==> src/rtl/muldiv_pkg.sv <==
// Shared definitions for the RV32M multiply/divide sequencer:
// op codes (same encoding as the ALU SELECT field), FSM states,
// the divide-by-zero quotient and op classification helpers.
package muldiv_pkg;

    localparam logic [4:0] OP_MUL    = 5'b01000;
    localparam logic [4:0] OP_MULH   = 5'b01001;
    localparam logic [4:0] OP_MULHSU = 5'b01010;
    localparam logic [4:0] OP_MULHU  = 5'b01011;
    localparam logic [4:0] OP_DIV    = 5'b01100;
    localparam logic [4:0] OP_DIVU   = 5'b01101;
    localparam logic [4:0] OP_REM    = 5'b01110;
    localparam logic [4:0] OP_REMU   = 5'b01111;

    // Wide enough for any XLEN up to 64; users slice the low XLEN bits.
    localparam logic [63:0] DIV_BY_ZERO_Q = '1;

    typedef enum logic [2:0] {
        ST_IDLE,
        ST_PREP,
        ST_CALC,
        ST_FIX,
        ST_DONE
    } muldiv_state_t;

    // rs1 is treated as two's complement.
    function automatic logic is_signed_a(input logic [4:0] op);
        return (op == OP_MUL) || (op == OP_MULH) || (op == OP_MULHSU) ||
               (op == OP_DIV) || (op == OP_REM);
    endfunction

    // rs2 is treated as two's complement.
    function automatic logic is_signed_b(input logic [4:0] op);
        return (op == OP_MUL) || (op == OP_MULH) ||
               (op == OP_DIV) || (op == OP_REM);
    endfunction

    // Divide family (DIV/DIVU/REM/REMU).
    function automatic logic is_div(input logic [4:0] op);
        return op[2];
    endfunction

endpackage

==> src/rtl/muldiv_step.sv <==
// One iteration of the sequencer datapath.
// Multiply: {accHi, accLo} is the product/multiplier pair; add opnd
// (multiplicand) into the high half when the multiplier LSB is set,
// then shift the whole pair right by one.
// Divide: accHi is the remainder, accLo the dividend/quotient; shift
// in the next dividend bit, trial-subtract opnd (divisor) on an
// XLEN+1-bit partial remainder and restore on borrow.
module muldiv_step
    import muldiv_pkg::*;
#(
    parameter int XLEN = 32
) (
    input  logic            isDiv,
    input  logic [XLEN-1:0] accHi,
    input  logic [XLEN-1:0] accLo,
    input  logic [XLEN-1:0] opnd,
    output logic [XLEN-1:0] nextHi,
    output logic [XLEN-1:0] nextLo
);

    logic [XLEN:0] mulSum;
    logic [XLEN:0] shifted;
    logic [XLEN:0] trial;

    assign mulSum  = {1'b0, accHi} + (accLo[0] ? {1'b0, opnd} : '0);
    assign shifted = {accHi, accLo[XLEN-1]};
    assign trial   = shifted - {1'b0, opnd};

    // Pick the shift-add or the restoring-divide update.
    always_comb begin
        nextHi = '0;
        nextLo = '0;
        if (isDiv) begin
            if (!trial[XLEN]) begin
                nextHi = trial[XLEN-1:0];
                nextLo = {accLo[XLEN-2:0], 1'b1};
            end else begin
                nextHi = shifted[XLEN-1:0];
                nextLo = {accLo[XLEN-2:0], 1'b0};
            end
        end else begin
            nextHi = mulSum[XLEN:1];
            nextLo = {mulSum[0], accLo[XLEN-1:1]};
        end
    end

endmodule

==> src/rtl/ex_muldiv_seq.sv <==
// Multi-cycle RV32M sequencer for the EX stage. Takes one op, holds
// BUSY so the front end stalls, iterates XLEN shift-add or restoring
// divide steps, then presents RESULT with a one-cycle DONE pulse.
// Optional build macro MULDIV_FAST_MUL_EN: multiplies form the full
// product in PREP with a combinational multiplier and skip CALC.
module ex_muldiv_seq
    import muldiv_pkg::*;
#(
    parameter int XLEN  = 32,
    parameter int CNT_W = 6
) (
    input  logic            CLK,
    input  logic            RESET,
    input  logic            START,
    input  logic [4:0]      SELECT,
    input  logic [XLEN-1:0] DATA1,
    input  logic [XLEN-1:0] DATA2,
    input  logic            FLUSH,
    output logic            BUSY,
    output logic            DONE,
    output logic [XLEN-1:0] RESULT
);

    localparam logic [CNT_W-1:0] CNT_INIT = CNT_W'(XLEN - 1);
    localparam logic [XLEN-1:0]  MIN_NEG  = {1'b1, {(XLEN-1){1'b0}}};

    muldiv_state_t           state;
    logic [CNT_W-1:0]        cnt;
    logic [4:0]              opReg;
    logic signed [XLEN-1:0]  aReg;
    logic signed [XLEN-1:0]  bReg;
    logic                    negReg;
    logic [XLEN-1:0]         opnd;
    logic [XLEN-1:0]         accHi;
    logic [XLEN-1:0]         accLo;

    logic                    isDivOp;
    logic                    isRem;
    logic                    signA;
    logic                    signB;
    logic [XLEN-1:0]         magA;
    logic [XLEN-1:0]         magB;
    logic                    negNext;
    logic                    divZero;
    logic                    divOvf;
    logic [XLEN-1:0]         specialRes;
    logic [XLEN-1:0]         stepHi;
    logic [XLEN-1:0]         stepLo;
    logic [2*XLEN-1:0]       prodFix;
    logic [XLEN-1:0]         quoFix;
    logic [XLEN-1:0]         remFix;
    logic [XLEN-1:0]         fixRes;
`ifdef MULDIV_FAST_MUL_EN
    logic [2*XLEN-1:0]       fastProd;
`endif

    function automatic logic [XLEN-1:0] negate(input logic [XLEN-1:0] v);
        return ~v + XLEN'(1);
    endfunction

    function automatic logic [2*XLEN-1:0] negateWide(input logic [2*XLEN-1:0] v);
        return ~v + (2*XLEN)'(1);
    endfunction

    // Operand classification and magnitudes, evaluated on the latched op in PREP.
    assign isDivOp = is_div(opReg);
    assign isRem   = isDivOp & opReg[1];
    assign signA   = is_signed_a(opReg) && (aReg < 0);
    assign signB   = is_signed_b(opReg) && (bReg < 0);
    assign magA    = signA ? negate(aReg) : aReg;
    assign magB    = signB ? negate(bReg) : bReg;
    // Remainder follows the dividend; quotient and product follow both.
    assign negNext = isRem ? signA : (signA ^ signB);

    assign divZero = isDivOp && (bReg == '0);
    assign divOvf  = ((opReg == OP_DIV) || (opReg == OP_REM)) &&
                     (aReg == MIN_NEG) && (bReg == '1);
    assign specialRes = divZero ? (isRem ? aReg : DIV_BY_ZERO_Q[XLEN-1:0])
                                : (isRem ? '0 : MIN_NEG);

`ifdef MULDIV_FAST_MUL_EN
    assign fastProd = {{XLEN{1'b0}}, magA} * {{XLEN{1'b0}}, magB};
`endif

    muldiv_step #(.XLEN(XLEN)) uStep (
        .isDiv  (isDivOp),
        .accHi  (accHi),
        .accLo  (accLo),
        .opnd   (opnd),
        .nextHi (stepHi),
        .nextLo (stepLo)
    );

    assign prodFix = negReg ? negateWide({accHi, accLo}) : {accHi, accLo};
    assign quoFix  = negReg ? negate(accLo) : accLo;
    assign remFix  = negReg ? negate(accHi) : accHi;

    // Sign-corrected output selection used in FIX.
    always_comb begin
        fixRes = '0;
        case (opReg)
            OP_MUL:                       fixRes = prodFix[XLEN-1:0];
            OP_MULH, OP_MULHSU, OP_MULHU: fixRes = prodFix[2*XLEN-1:XLEN];
            OP_DIV, OP_DIVU:              fixRes = quoFix;
            OP_REM, OP_REMU:              fixRes = remFix;
            default:                      fixRes = '0;
        endcase
    end

    // Sequencer FSM with registered BUSY/DONE/RESULT; reset beats flush.
    always_ff @(posedge CLK) begin
        if (!RESET) begin
            state  <= ST_IDLE;
            cnt    <= '0;
            opReg  <= '0;
            aReg   <= '0;
            bReg   <= '0;
            negReg <= 1'b0;
            opnd   <= '0;
            accHi  <= '0;
            accLo  <= '0;
            BUSY   <= 1'b0;
            DONE   <= 1'b0;
            RESULT <= '0;
        end else if (FLUSH) begin
            state <= ST_IDLE;
            BUSY  <= 1'b0;
            DONE  <= 1'b0;
        end else begin
            case (state)
                ST_IDLE: begin
                    DONE <= 1'b0;
                    if (START && (SELECT[4:3] == 2'b01)) begin
                        opReg <= SELECT;
                        aReg  <= DATA1;
                        bReg  <= DATA2;
                        BUSY  <= 1'b1;
                        state <= ST_PREP;
                    end
                end
                ST_PREP: begin
                    negReg <= negNext;
                    if (divZero || divOvf) begin
                        RESULT <= specialRes;
                        DONE   <= 1'b1;
                        state  <= ST_DONE;
`ifdef MULDIV_FAST_MUL_EN
                    end else if (!isDivOp) begin
                        accHi <= fastProd[2*XLEN-1:XLEN];
                        accLo <= fastProd[XLEN-1:0];
                        state <= ST_FIX;
`endif
                    end else begin
                        accHi <= '0;
                        accLo <= isDivOp ? magA : magB;
                        opnd  <= isDivOp ? magB : magA;
                        cnt   <= CNT_INIT;
                        state <= ST_CALC;
                    end
                end
                ST_CALC: begin
                    accHi <= stepHi;
                    accLo <= stepLo;
                    if (cnt == '0) begin
                        state <= ST_FIX;
                    end else begin
                        cnt <= cnt - 1'b1;
                    end
                end
                ST_FIX: begin
                    RESULT <= fixRes;
                    DONE   <= 1'b1;
                    state  <= ST_DONE;
                end
                ST_DONE: begin
                    DONE  <= 1'b0;
                    BUSY  <= 1'b0;
                    state <= ST_IDLE;
                end
                default: begin
                    DONE  <= 1'b0;
                    BUSY  <= 1'b0;
                    state <= ST_IDLE;
                end
            endcase
        end
    end

endmodule

==> config.mk <==
export PLATFORM = sky130hd
export DESIGN_NAME = ex_muldiv_seq
export DESIGN_NICKNAME = d
export VERILOG_FILES = /design/src/rtl/muldiv_pkg.sv /design/src/rtl/muldiv_step.sv /design/src/rtl/ex_muldiv_seq.sv
export SDC_FILE = /design/constraint.sdc
export NUM_CORES = 1
export LEC_CHECK = 0
export ABC_AREA = 1
export CELL_PAD_IN_SITES_DETAIL_PLACEMENT = 1
export CELL_PAD_IN_SITES_GLOBAL_PLACEMENT = 1
export CORE_UTILIZATION = 49
export CTS_CLUSTER_DIAMETER = 80
export DETAILED_ROUTE_END_ITERATION = 8
export DONT_BUFFER_PORTS = 1
export PLACE_DENSITY_LB_ADDON = 0.1
export SYNTH_ARGS = -nofsm -noshare
export SYNTH_HDL_FRONTEND = slang
export SYNTH_HIERARCHICAL = 1
export SYNTH_SLANG_ARGS = --single-unit
==> constraint.sdc <==
create_clock -name CLK -period 5.2 [get_ports CLK]
set_input_delay 1.56 -clock CLK [delete_from_list [all_inputs] [get_ports CLK]]
set_output_delay 1.56 -clock CLK [all_outputs]
set_load 0.01 [all_outputs]
==> out/qor.csv, run 1 <==
metric,value,unit
detail-routed via count per cell,6.15,
clock buffer count from CTS,25,
worst skew pair latency,0.56,ns
VDD IR-drop max,0.328,mV
layout filler cell count,6226,
Worst Hold Path EP,opReg[4]$_SDFFE_PN0P_,
count of hold-fix buffers inserted at cts,0,
total number of vias,26100,
measured slew at the worst slew-check pin,1.44,ns
fmax,0.288,GHz
maximum clock insertion buffer count,3,
yosys synthesis warning count,6,
Syn Nets,3928,
Mean Syn Cell Area,5.50,um2
post-synth top area share,20.6,%
count of mapped cells out of synthesis,3782,
number of antenna violations at the first check in global routing,5,
"Hold Vio Cnt, Final",0,
capturing element type of the critical path,register,
result of the run,"finished, final reports clean",
initial DRC count,2591,
pin count of the biggest net entering global routing,153,
register area share after synthesis,20.1,%
multi-input logic area,14100,um2
Routed WL per cell,23.4,um
Post-Synthesis Cell Area,20800,um2
remaining design rule violation count,0,
total track usage,45.1,%
gpl congestion,1.07,
path class of the lowest-slack min-delay path,reg2reg,
Post-Synth XOR/XNOR Area,2.27,%
area taken by flip-flops and latches,4190,um2
unrepaired setup endpoints after global routing,no,
number of distinct standard cells referenced by the synthesized netlist,58,
switching power,0.00177,W
Die Span X,208,um
# port buffers,0,
synth top area cells,"nand2_1 (21%), dfxtp_1 (20%), nor2_1 (8.8%)",
skew final,0.0334,ns
Num Clock Sinks,209,
final cycle utilization of the critical path,66.7,%
clock edge transition at the registers on the reported setup and hold paths,0.06,ns
master cell of the clock root buffer,clkbuf_16,
Max-slew headroom,3.87,%
maximum level of the CTS H-tree,1,
post-route total power,0.00479,W
HPWL after detailed placement,77800,um
die boundary height,208,um
cell at the slowest stage of the critical path,nor2_1,
Startpoint Class,primary input,
I/O pins,107,
R2R Path Start,accLo[31]$_SDFFE_PN0P_,
Hold Path Depth,2,
Synth Area in Simple Gates,44.5,%
aggregate global routing overflow,0,
combinational family with the most area after synthesis,simple AND/OR/NAND/NOR gates,
Clk pwr share,36.5,%
final core utilization,51.8,%
part of the total power dissipated in sequential elements,36.4,%
final setup vio count,0,
count of buffers added by post-CTS timing repair for setup,0,
Initial DRT Pass Iterations,5,
internal power,0.00301,W
FF-to-FF setup slack,1.81,ns
setup_tns,0,ns
count of state elements after synthesis,209,
via count of the first global-routing pass,26000,
highest fanout seen on the critical path,95,
CP Data Required Time,5.61,ns
CTS tree,done,
cell type with the highest aggregate area in the netlist,nand2_1,
number of enable-type register cells in the synthesized netlist,0,
part of the total power dissipated in combinational logic,27.0,%
worst reg2reg path depth,19,
# nets final,3842,
launch instance of the worst min-delay path,opReg[4]$_SDFFE_PN0P_,
post-route minimum period,3.47,ns
static leakage power,10.9,nW
fraction of layout cells with a size suffix above 1,4.85,%
fraction of power spent switching nets,37.1,%
Hold Slack,0.463,ns
placeable core region,41900,um2
area overhead of the layout relative to synthesis,4.50,%
Worst EP arrival,3.88,ns
die outline area,43300,um2
Resized Gates After CTS,0,
proportion of synthesized area in mux cells,0,%
Worst Setup SP,START,
maxcap violations,0,
number of cell rows,75,
global-route wire length before repair,152000,um
proportion of synthesized flip-flops having asynchronous set or reset,0,%
delay of the slowest critical-path stage,0.50,ns
DRT antenna net count,0,
adder-cell share of the synthesized area,4.46,%
Detailed Route WL,99600,um
prevailing post-synth register cell,dfxtp_1,
count of pins over their slew limit,0,
areal power density over the cells,220,nW/um2
destination of the worst register-to-register timing path,accLo[0]$_SDFFE_PN0P_,
cells along the critical path,"nand2_1, o21ai_1, nand4_1, nor2_1, clkinv_2, buf_4, o21ai_0, a21oi_1",
share of the synthesized area in compound gates (AO/OA/AOI/OAI),16.5,%
path type of the worst setup path,in2reg,
starting utilization of the core area,49.6,%
power by group through the flow:
| stage | sequential [W] | clock [W] | combinational, W |
|---|---|---|---|
| final | 0.00174 | 0.00175 | 0.00130 |
| after global routing | 0.00175 | 0.00183 | 0.00140 |
| after CTS | 0.00174 | 0.00176 | 0.00125 |
| after detailed placement | 0.00177 | 0 | 0.00123 |
| after global placement | 0.00177 | 0 | 0.00118 |
| after floorplan | 0.00173 | 0 | 0.000953 |
worst max-delay path, delay by kind of cell:
family	cells	cell delay [ns]
simple gates	3	0.68
compound gates	3	0.60
buf+inv	2	0.94
flip-flops by register name, indices dropped and copies added (netlist names):
name / flops
aReg: 32
state: 3
cnt: 6
bReg: 32
RESULT: 32
BUSY: 1
accHi: 32
opnd: 32
opReg: 5
accLo: 32
negReg: 1
DONE: 1
routing by layer:
metal | part of all wire, % | global-route usage [%] | wire (um)
met5 | 0.048 | 0 | 48
met4 | 7.2 | 28.7 | 7130
met3 | 9.9 | 9.78 | 9820
met2 | 44 | 71.7 | 43500
met1 | 39 | 55.3 | 39000
layout make-up:
cell class,count,share of cell area (%)
well taps,539,3.10
clock buffers,34,3.26
inverters,469,8.12
flip-flops and latches,209,19.3
clock inverters,10,0.420
repair buffers,28,0.967
diodes,2,0.0230
multi-input cells,2963,64.8
metrics by stage:
step | instances | instance area, um2 | worst slack, ns
CTS | 4252 | 21700 | 1.75
global route | 4252 | 21700 | 1.57
global placement | 4208 | 20900 | 1.34
finish | 4254 | 21700 | 1.73
detailed placement | 4208 | 20900 | 1.23
floorplan | 3782 | 20800 | 2.53
cells by family (layout without fill, tap and decap cells):
group,count (synthesis),in the layout
AOI/OAI and AO/OA,661,661
xor gates and xnor gates,54,54
adders and majority gates,73,73
buffers and inverters,610,541
DFF,209,209
other,0,2
and+or+nand+nor,2175,2175
how the worst max path moves through the flow:
stage / end / slack [ns] / depth (start not counted)
6_report: aReg[7]$_SDFFE_PN0P_ / 1.73 / 8
5_1_grt: accLo[13]$_SDFFE_PN0P_ / 1.57 / 11
4_1_cts: aReg[27]$_SDFFE_PN0P_ / 1.75 / 8
3_5_place_dp: aReg[20]$_SDFFE_PN0P_ / 1.23 / 8
3_3_place_gp: aReg[20]$_SDFFE_PN0P_ / 1.34 / 8
2_1_floorplan: opReg[1]$_SDFFE_PN0P_ / 2.53 / 8
cells in the mapped netlist, types with 16 or more instances:
master / n
a21oi_1: 301
buf_2: 20
clkbuf_1: 81
dfxtp_1: 209
ha_1: 71
inv_1: 446
inv_2: 19
nand2_1: 1142
nand2_2: 26
nand3_1: 343
nand3b_1: 21
nand4_1: 48
nor2_1: 488
nor2_2: 16
nor3_1: 31
o21ai_0: 283
o21ai_1: 32
xor2_1: 45
cells in the final DEF (no fill, tap or decap), drive strengths merged:
| master | n |
|---|---|
| nand2 | 1178 |
| nor2 | 507 |
| inv | 468 |
| nand3 | 352 |
| o21ai | 316 |
| a21oi | 304 |
| dfxtp | 209 |
| ha | 71 |
| nand4 | 49 |
| xor2 | 45 |
| nor3 | 34 |
| clkbuf | 34 |
| buf | 28 |
| nand3b | 22 |
| or2 | 16 |
| o211ai | 12 |
| o21bai | 11 |
| xnor2 | 9 |
| clkinv | 9 |
| and2 | 8 |
| a21o | 6 |
| and3 | 4 |
| nor4 | 4 |
| o21a | 4 |
| a211oi | 3 |
| diode | 2 |
| o31ai | 2 |
| fa | 2 |
| a31oi | 1 |
| nor3b | 1 |
| a32oi | 1 |
| clkinvlp | 1 |
| bufinv | 1 |
| a21boi | 1 |
(Power assumes the default switching activity.)
==> run 2, diff against run 1 <==
--- a/config.mk
+++ b/config.mk
@@ -5,10 +5,10 @@
 export SDC_FILE = /design/constraint.sdc
 export NUM_CORES = 1
 export LEC_CHECK = 0
-export ABC_AREA = 1
+export ABC_AREA = 0
 export CELL_PAD_IN_SITES_DETAIL_PLACEMENT = 1
 export CELL_PAD_IN_SITES_GLOBAL_PLACEMENT = 1
-export CORE_UTILIZATION = 49
+export CORE_UTILIZATION = 48
 export CTS_CLUSTER_DIAMETER = 80
 export DETAILED_ROUTE_END_ITERATION = 8
 export DONT_BUFFER_PORTS = 1
==> constraint.sdc (replaced) <==
create_clock -name CLK -period 3.4 [get_ports CLK]
set_input_delay 1.02 -clock CLK [delete_from_list [all_inputs] [get_ports CLK]]
set_output_delay 1.02 -clock CLK [all_outputs]
set_load 0.01 [all_outputs]
==> out/qor.csv, run 2 <==
metric,value,unit,change
setup_tns,0,ns,unchanged
Num Clock Sinks,209,,unchanged
kind of cell with the highest combined delay on the critical path,simple AND/OR/NAND/NOR gates,,
internal power,0.00461,W,+53%
yosys synthesis warning count,6,,unchanged
area overhead of the layout relative to synthesis,15.0,%,
fraction of layout cells with a size suffix above 1,14.2,%,+9.4 points
most frequent cell after synthesis,nand2_1,,
part of the total power dissipated in sequential elements,39.3,%,+2.9 points
starting utilization of the core area,49.0,%,-0.61 points
detail-routed via count per cell,6.69,,+8.9%
area taken by flip-flops and latches,4190,um2,about the same
fraction of power spent switching nets,28.0,%,-9.0 points
cells along the critical path,"or4_1, or4_1, nor4_2, a211o_1, buf_4, nand2_1, buf_12, a211oi_1, buf_4, a32o_1",,
global routing's busiest layer,met2,,
DRT antenna net count,0,,unchanged
# nets final,2647,,-31%
multi-input logic area,12400,um2,-12%
Worst EP arrival,3.89,ns,about the same
capturing element type of the critical path,register,,
static leakage power,8.04,nW,-26%
via count of the first global-routing pass,19600,,-25%
combinational family with the most area after synthesis,compound AO/OA/AOI/OAI gates,,
count of mapped cells out of synthesis,2443,,-35%
I/O pins,107,,unchanged
path type of the worst setup path,reg2reg,,
Startpoint Class,register,,
Clk pwr share,48.8,%,+12 points
gpl congestion,1.04,,-3.4%
fmax,0.298,GHz,
Max-slew headroom,35.0,%,+31 points
HPWL after detailed placement,61100,um,-21%
master cell of the clock root buffer,clkbuf_16,,
final cycle utilization of the critical path,98.8,%,
maximum clock insertion buffer count,3,,unchanged
R2R Path Start,bReg[26]$_SDFFE_PN0P_,,
count of pins over their slew limit,0,,unchanged
total number of vias,20000,,-24%
CP Data Required Time,3.93,ns,-1.68 ns
Routed WL per cell,27.1,um,+16%
initial DRC count,1771,,-32%
result of the run,"complete, but fails checks",,
remaining design rule violation count,2,,+2
post-synth top area share,24.0,%,+3.3 points
share of the synthesized area in compound gates (AO/OA/AOI/OAI),26.1,%,+9.5 points
skew final,0.0262,ns,-0.00727 ns
"leading cell type in the layout, fill and taps excluded",nand2_1,,
number of antenna violations at the first check in global routing,1,,-4
number of diodes added for antenna fixing,0,,-2
proportion of synthesized flip-flops having asynchronous set or reset,0,%,unchanged
pin count of the biggest net entering global routing,78,,-49%
aggregate global routing overflow,0,,unchanged
cell at the slowest stage of the critical path,or4_1,,
launch instance of the worst min-delay path,opnd[2]$_SDFFE_PN0P_,,
global-route met2 utilization,68.2,%,-3.5 points
global routing usage on met1,52.4,%,-3.0 points
placeable core region,35700,um2,-15%
worst skew pair latency,0.59,ns,+0.03 ns
Initial DRT Pass Iterations,7,,+2
delay of the slowest critical-path stage,0.59,ns,+0.09 ns
number of distinct standard cells referenced by the synthesized netlist,87,,+50%
Syn Nets,2589,,-34%
clock buffer count from CTS,27,,+8.0%
adder-cell share of the synthesized area,5.31,%,+0.85 points
highest fanout seen on the critical path,14,,-85%
die outline area,37200,um2,-14%
number of buffer and inverter instances along the worst setup path,3,,+1
Post-Synthesis Cell Area,17500,um2,-16%
maxcap violations,0,,unchanged
number of standard cells in the final layout excluding fillers,2982,,-30%
number of enable-type register cells in the synthesized netlist,0,,unchanged
path class of the lowest-slack min-delay path,reg2reg,,
VDD IR-drop max,0.399,mV,+22%
cell type with the highest aggregate area in the netlist,dfxtp_1,,
global-route track usage on met3,10.0,%,+0.24 points
part of the total power dissipated in combinational logic,11.9,%,-15 points
post-route minimum period,3.36,ns,
total instance count after detailed placement,2928,,-30%
Die Span X,193,um,-7.4%
top post-synthesis cells by count,"nand2_1 (392), a21oi_1 (231), dfxtp_1 (209)",,
CTS tree,done,,
maximum level of the CTS H-tree,1,,unchanged
die boundary height,193,um,-7.4%
switching power,0.00179,W,+1.1%
count of hold-fix buffers inserted at cts,0,,unchanged
measured slew at the worst slew-check pin,0.975,ns,-0.466 ns
synth top area cells,"dfxtp_1 (24%), nand2_1 (8.4%), a21oi_1 (6.6%)",,
Synth Area in Simple Gates,24.3,%,-20 points
unrepaired setup endpoints after global routing,yes,,
total track usage,42.5,%,-2.6 points
Worst Setup SP,bReg[26]$_SDFFE_PN0P_,,
Mean Syn Cell Area,7.15,um2,+30%
proportion of synthesized area in mux cells,6.15,%,+6.1 points
Post-Place Cell Area,19000,um2,-9.4%
number of cell rows,69,,-8.0%
final setup vio count,0,,unchanged
post-placement setup slack,-0.106,ns,-1.33 ns
Detailed Route WL,80900,um,-19%
register area share after synthesis,24.0,%,+3.8 points
global-route wire length before repair,119000,um,-21%
post-route total power,0.00640,W,+34%
smallest setup slack after layout,0.0397,ns,-1.69 ns
Post-Synth XOR/XNOR Area,8.62,%,+6.4 points
areal power density over the cells,319,nW/um2,+45%
# port buffers,0,,unchanged
highest-count cells in the layout ignoring fill and taps,"nand2_1 (391), a21oi_1 (224), dfxtp_1 (204), buf_4 (195), nor2_1 (176)",,
final design instance area without fill,20100,um2,-7.6%
failing checks,DRC,,
layout filler cell count,4564,,-27%
"Hold Vio Cnt, Final",0,,unchanged
prevailing post-synth register cell,dfxtp_1,,
clock edge transition at the registers on the reported setup and hold paths,0.06,ns,about the same
count of state elements after synthesis,209,,unchanged
-- run 2: changes by cell type in the layout (fill, tap and decap cells not counted), moves of 60 or more --
cell	previous run	this run
a21oi_1	301	224
a31oi_1	1	69
buf_4	28	195
inv_1	446	71
mux2i_1	0	60
nand2_1	1142	391
nand3_1	343	89
nor2_1	487	176
o21ai_0	283	150
xnor2_1	9	88
-- run 2: routing by layer --
layer	up-vias	routed length [um]
met5	-	14
met4	2	4780
met3	239	7190
met2	963	36200
met1	9829	32600
li1	8920	-
-- run 2: per-stage QoR --
step           hold slack, ns  utilization (%)
5_1_grt                 0.488             56.3
2_1_floorplan           0.440                -
3_5_place_dp            0.468             53.2
3_3_place_gp            0.451             53.2
6_report                0.475             56.3
4_1_cts                 0.473             55.9
-- run 2: cell families (layout without fill, tap and decap cells) --
kind of cell,after synthesis,count (layout)
adders and majority gates,73,73
muxes,102,102
buffers and inverters,249,327
xor gates and xnor gates,169,169
and+or+nand+nor,917,917
DFF,209,209
AOI/OAI and AO/OA,724,724
-- run 2: what timing repair did --
action                     4_1_cts  5_1_grt
buffers inserted                 2        3
gates resized for setup          4       31
setup endpoints to repair       17       32
pin swaps                        1        4
-- run 2: power by group through the flow --
stage               registers (W)  logic (W)  clock network [W]
floorplan                 0.00256   0.000443                  0
global placement          0.00257   0.000708                  0
detailed placement        0.00257   0.000722                  0
CTS                       0.00252   0.000729            0.00316
global route              0.00252   0.000796            0.00324
finish                    0.00252   0.000761            0.00312
-- run 2: final timing paths --
kind	to	slack, ns	cells after the start
worst max-delay path	RESULT[25]$_SDFFE_PN0P_	0.04	10
worst min-delay path	opnd[2]$_SDFFE_PN0P_	0.48	2
worst max register to register	RESULT[25]$_SDFFE_PN0P_	0.04	10
worst min register to register	opnd[2]$_SDFFE_PN0P_	0.48	2
-- run 2: tightest hold or removal path: cells and delay by family (launching register included) --
kind | cells | cell delay, ns
DFF | 1 | 0.32
and+or+nand+nor | 1 | 0.06
AOI/OAI and AO/OA | 1 | 0.05
-- run 2: cell type report --
class / instances / area share, %
multi-input combinational: 1985 / 62.0
timing repair buffer: 205 / 8.24
sequential: 209 / 20.9
clock inverter: 16 / 1.17
tap: 461 / 2.87
inverter: 73 / 1.38
clock buffer: 33 / 3.52
==> run 3, diff against run 2 <==
--- a/config.mk
+++ b/config.mk
@@ -5,15 +5,13 @@
 export SDC_FILE = /design/constraint.sdc
 export NUM_CORES = 1
 export LEC_CHECK = 0
-export ABC_AREA = 0
 export CELL_PAD_IN_SITES_DETAIL_PLACEMENT = 1
 export CELL_PAD_IN_SITES_GLOBAL_PLACEMENT = 1
-export CORE_UTILIZATION = 48
+export CORE_UTILIZATION = 45
 export CTS_CLUSTER_DIAMETER = 80
 export DETAILED_ROUTE_END_ITERATION = 8
 export DONT_BUFFER_PORTS = 1
 export PLACE_DENSITY_LB_ADDON = 0.1
 export SYNTH_ARGS = -nofsm -noshare
 export SYNTH_HDL_FRONTEND = slang
-export SYNTH_HIERARCHICAL = 1
 export SYNTH_SLANG_ARGS = --single-unit
==> out/qor.csv, run 3 <==
metric,value,unit,change
prevailing post-synth register cell,dfxtp_1,,
Mean Syn Cell Area,7.05,um2,-1.4%
initial DRC count,1481,,-16%
Max-slew headroom,44.8,%,+9.8 points
count of state elements after synthesis,209,,unchanged
Routed WL per cell,24.9,um,-8.2%
internal power,0.00458,W,-0.64%
Initial DRT Pass Iterations,7,,unchanged
Hold Slack,0.449,ns,-0.0259 ns
Die Span X,193,um,+0.22%
proportion of synthesized flip-flops having asynchronous set or reset,0,%,unchanged
Worst EP arrival,3.85,ns,-0.04 ns
final setup vio count,0,,unchanged
cell type with the highest aggregate area in the netlist,dfxtp_1,,
Num Clock Sinks,209,,unchanged
static leakage power,7.52,nW,-6.5%
Post-Place Cell Area,17800,um2,-6.3%
# nets final,2524,,-4.6%
cell at the slowest stage of the critical path,or4_4,,
post-synth top area share,25.4,%,+1.5 points
total number of vias,18400,,-7.6%
kind of cell with the highest combined delay on the critical path,simple AND/OR/NAND/NOR gates,,
switching power,0.00155,W,-14%
starting utilization of the core area,46.0,%,-3.0 points
detail-routed via count per cell,6.45,,-3.7%
post-route minimum period,3.36,ns,+0.00202 ns
part of the total power dissipated in combinational logic,7.8,%,-4.1 points
top post-synthesis cells by count,"nand2_1 (348), a21oi_1 (252), dfxtp_1 (209)",,
highest-count cells in the layout ignoring fill and taps,"nand2_1 (347), a21oi_1 (244), dfxtp_1 (202), nor2_1 (202), o21ai_0 (197)",,
maxcap violations,0,,unchanged
# port buffers,0,,unchanged
Clk pwr share,51.4,%,+2.6 points
global-route wire length before repair,106000,um,-11%
Detailed Route WL,71200,um,-12%
count of hold-fix buffers inserted at cts,0,,unchanged
Startpoint Class,register,,
gpl congestion,0.996,,-3.8%
fmax,0.297,GHz,about the same
fraction of layout cells with a size suffix above 1,13.5,%,-0.73 points
Post-Synthesis Cell Area,16400,um2,-5.8%
total track usage,37.2,%,-5.3 points
synth top area cells,"dfxtp_1 (25%), nand2_1 (7.9%), a21oi_1 (7.7%)",,
clock buffer count from CTS,27,,unchanged
maximum clock insertion buffer count,3,,unchanged
VDD IR-drop max,0.387,mV,-2.9%
I/O pins,107,,unchanged
HPWL after detailed placement,54500,um,-11%
result of the run,"finished, final reports clean",,
number of enable-type register cells in the synthesized netlist,0,,unchanged
via count of the first global-routing pass,17900,,-8.4%
areal power density over the cells,321,nW/um2,+0.65%
highest fanout seen on the critical path,13,,-1
part of the total power dissipated in sequential elements,40.8,%,+1.5 points
cells along the critical path,"or4_4, nor4_4, or4b_4, or2_1, and2_4, nand2b_1, a311oi_1, o21ai_0, a31oi_1",,
master cell of the clock root buffer,clkbuf_16,,
number of buffer and inverter instances along the worst setup path,0,,-3
clock edge transition at the registers on the reported setup and hold paths,0.06,ns,about the same
capturing element type of the critical path,register,,
fraction of power spent switching nets,25.3,%,-2.7 points
"leading cell type in the layout, fill and taps excluded",nand2_1,,
register area share after synthesis,25.4,%,+1.5 points
delay of the slowest critical-path stage,0.55,ns,-0.04 ns
most frequent cell after synthesis,nand2_1,,
DRT antenna net count,0,,unchanged
worst skew pair latency,0.56,ns,-0.03 ns
final cycle utilization of the critical path,98.9,%,about the same
count of pins over their slew limit,0,,unchanged
path class of the lowest-slack min-delay path,reg2reg,,
CTS tree,done,,
skew final,0.0200,ns,-0.00612 ns
number of antenna violations at the first check in global routing,0,,-1
area overhead of the layout relative to synthesis,16.2,%,
yosys synthesis warning count,0,,-6
"Hold Vio Cnt, Final",0,,unchanged
path type of the worst setup path,reg2reg,,
die outline area,37300,um2,+0.44%
measured slew at the worst slew-check pin,0.827,ns,-0.148 ns
CP Data Required Time,3.89,ns,-0.04 ns
remaining design rule violation count,0,,-2
number of cell rows,69,,unchanged
final design instance area without fill,19100,um2,-4.9%
number of distinct standard cells referenced by the synthesized netlist,81,,-6.9%
count of mapped cells out of synthesis,2333,,-4.5%
Syn Nets,2479,,-4.2%
die boundary height,193,um,+0.22%
placeable core region,35700,um2,+0.24%
maximum level of the CTS H-tree,1,,unchanged
aggregate global routing overflow,0,,unchanged
unrepaired setup endpoints after global routing,yes,,
final core utilization,53.5,%,-2.9 points
pin count of the biggest net entering global routing,149,,+91%
run 3: cell count changes in the layout (fill, tap and decap cells not counted), moves of 15 or more:
cell,change
mux2_2,-32
o211ai_1,+34
a21oi_1,+20
buf_4,-18
o22ai_1,-15
o21ai_0,+47
and2_1,-29
xnor2_1,-20
nand3_1,-40
nand2_1,-44
mux2i_1,-24
nor2_1,+26
run 3: logic make-up after synthesis:
group	after synthesis	share of synthesized area [%]
AOI/OAI and AO/OA	794	29.5
xor gates and xnor gates	147	7.83
adders and majority gates	73	5.64
buffers and inverters	241	5.70
DFF	209	25.4
muxes	46	2.88
and+or+nand+nor	823	23.0
run 3: through the flow:
step / instances / power (W) / worst slack (ns) / setup TNS [ns]
floorplan: 2333 / 0.00283 / 0.209 / 0
global placement: 2794 / 0.00299 / -0.0567 / -0.119
detailed placement: 2794 / 0.00300 / -0.107 / -0.622
CTS: 2844 / 0.00613 / 0.00700 / 0
global route: 2859 / 0.00628 / -0.0225 / -0.0645
finish: 2860 / 0.00613 / 0.0377 / 0
run 3: layout make-up:
| type | instances | area (um2) |
|---|---|---|
| inverters | 66 | 250 |
| repair buffers | 191 | 1540 |
| clock buffers | 35 | 756 |
| flip-flops and latches | 209 | 4200 |
| diodes | 1 | 2.50 |
| fillers | 4569 | 16600 |
| multi-input cells | 1883 | 11600 |
| clock inverters | 14 | 215 |
| well taps | 461 | 577 |
run 3: final timing paths:
| path | from | end | slack, ns | cells after the start |
|---|---|---|---|---|
| worst min register to register | opnd[6]$_SDFFE_PN0P_ | opnd[6]$_SDFFE_PN0P_ | 0.45 | 2 |
| worst max-delay path | accLo[20]$_SDFFE_PN0P_ | RESULT[29]$_SDFFE_PN0P_ | 0.04 | 9 |
| worst min-delay path | opnd[6]$_SDFFE_PN0P_ | opnd[6]$_SDFFE_PN0P_ | 0.45 | 2 |
| worst max register to register | accLo[20]$_SDFFE_PN0P_ | RESULT[29]$_SDFFE_PN0P_ | 0.04 | 9 |
run 3: tightest hold or removal path: stages (launching register included):
cell	delay, ns
dfxtp_1	0.31
nand2_1	0.05
a21oi_1	0.05
run 3: power groups by stage:
| stage | combinational, W | sequential [W] | clock [W] |
|---|---|---|---|
| after global routing | 0.000513 | 0.00250 | 0.00326 |
| after global placement | 0.000435 | 0.00255 | 0 |
| after CTS | 0.000447 | 0.00250 | 0.00318 |
| after floorplan | 0.000284 | 0.00255 | 0 |
| after detailed placement | 0.000444 | 0.00255 | 0 |
| final | 0.000478 | 0.00250 | 0.00315 |
run 3: repair_timing:
item	CTS	global route
resized for setup	5	59
setup endpoints to repair	19	105
pin swaps	1	12
cloned	0	1
buffers inserted	1	14
run 3: metal layers:
layer	vias to the layer above	part of all wire, %	GRT usage [%]
li1	8513	-	-
met1	9031	42	49.1
met2	724	46	61.0
met3	166	7.0	5.03
met4	0	4.4	14.7
met5	-	0	0
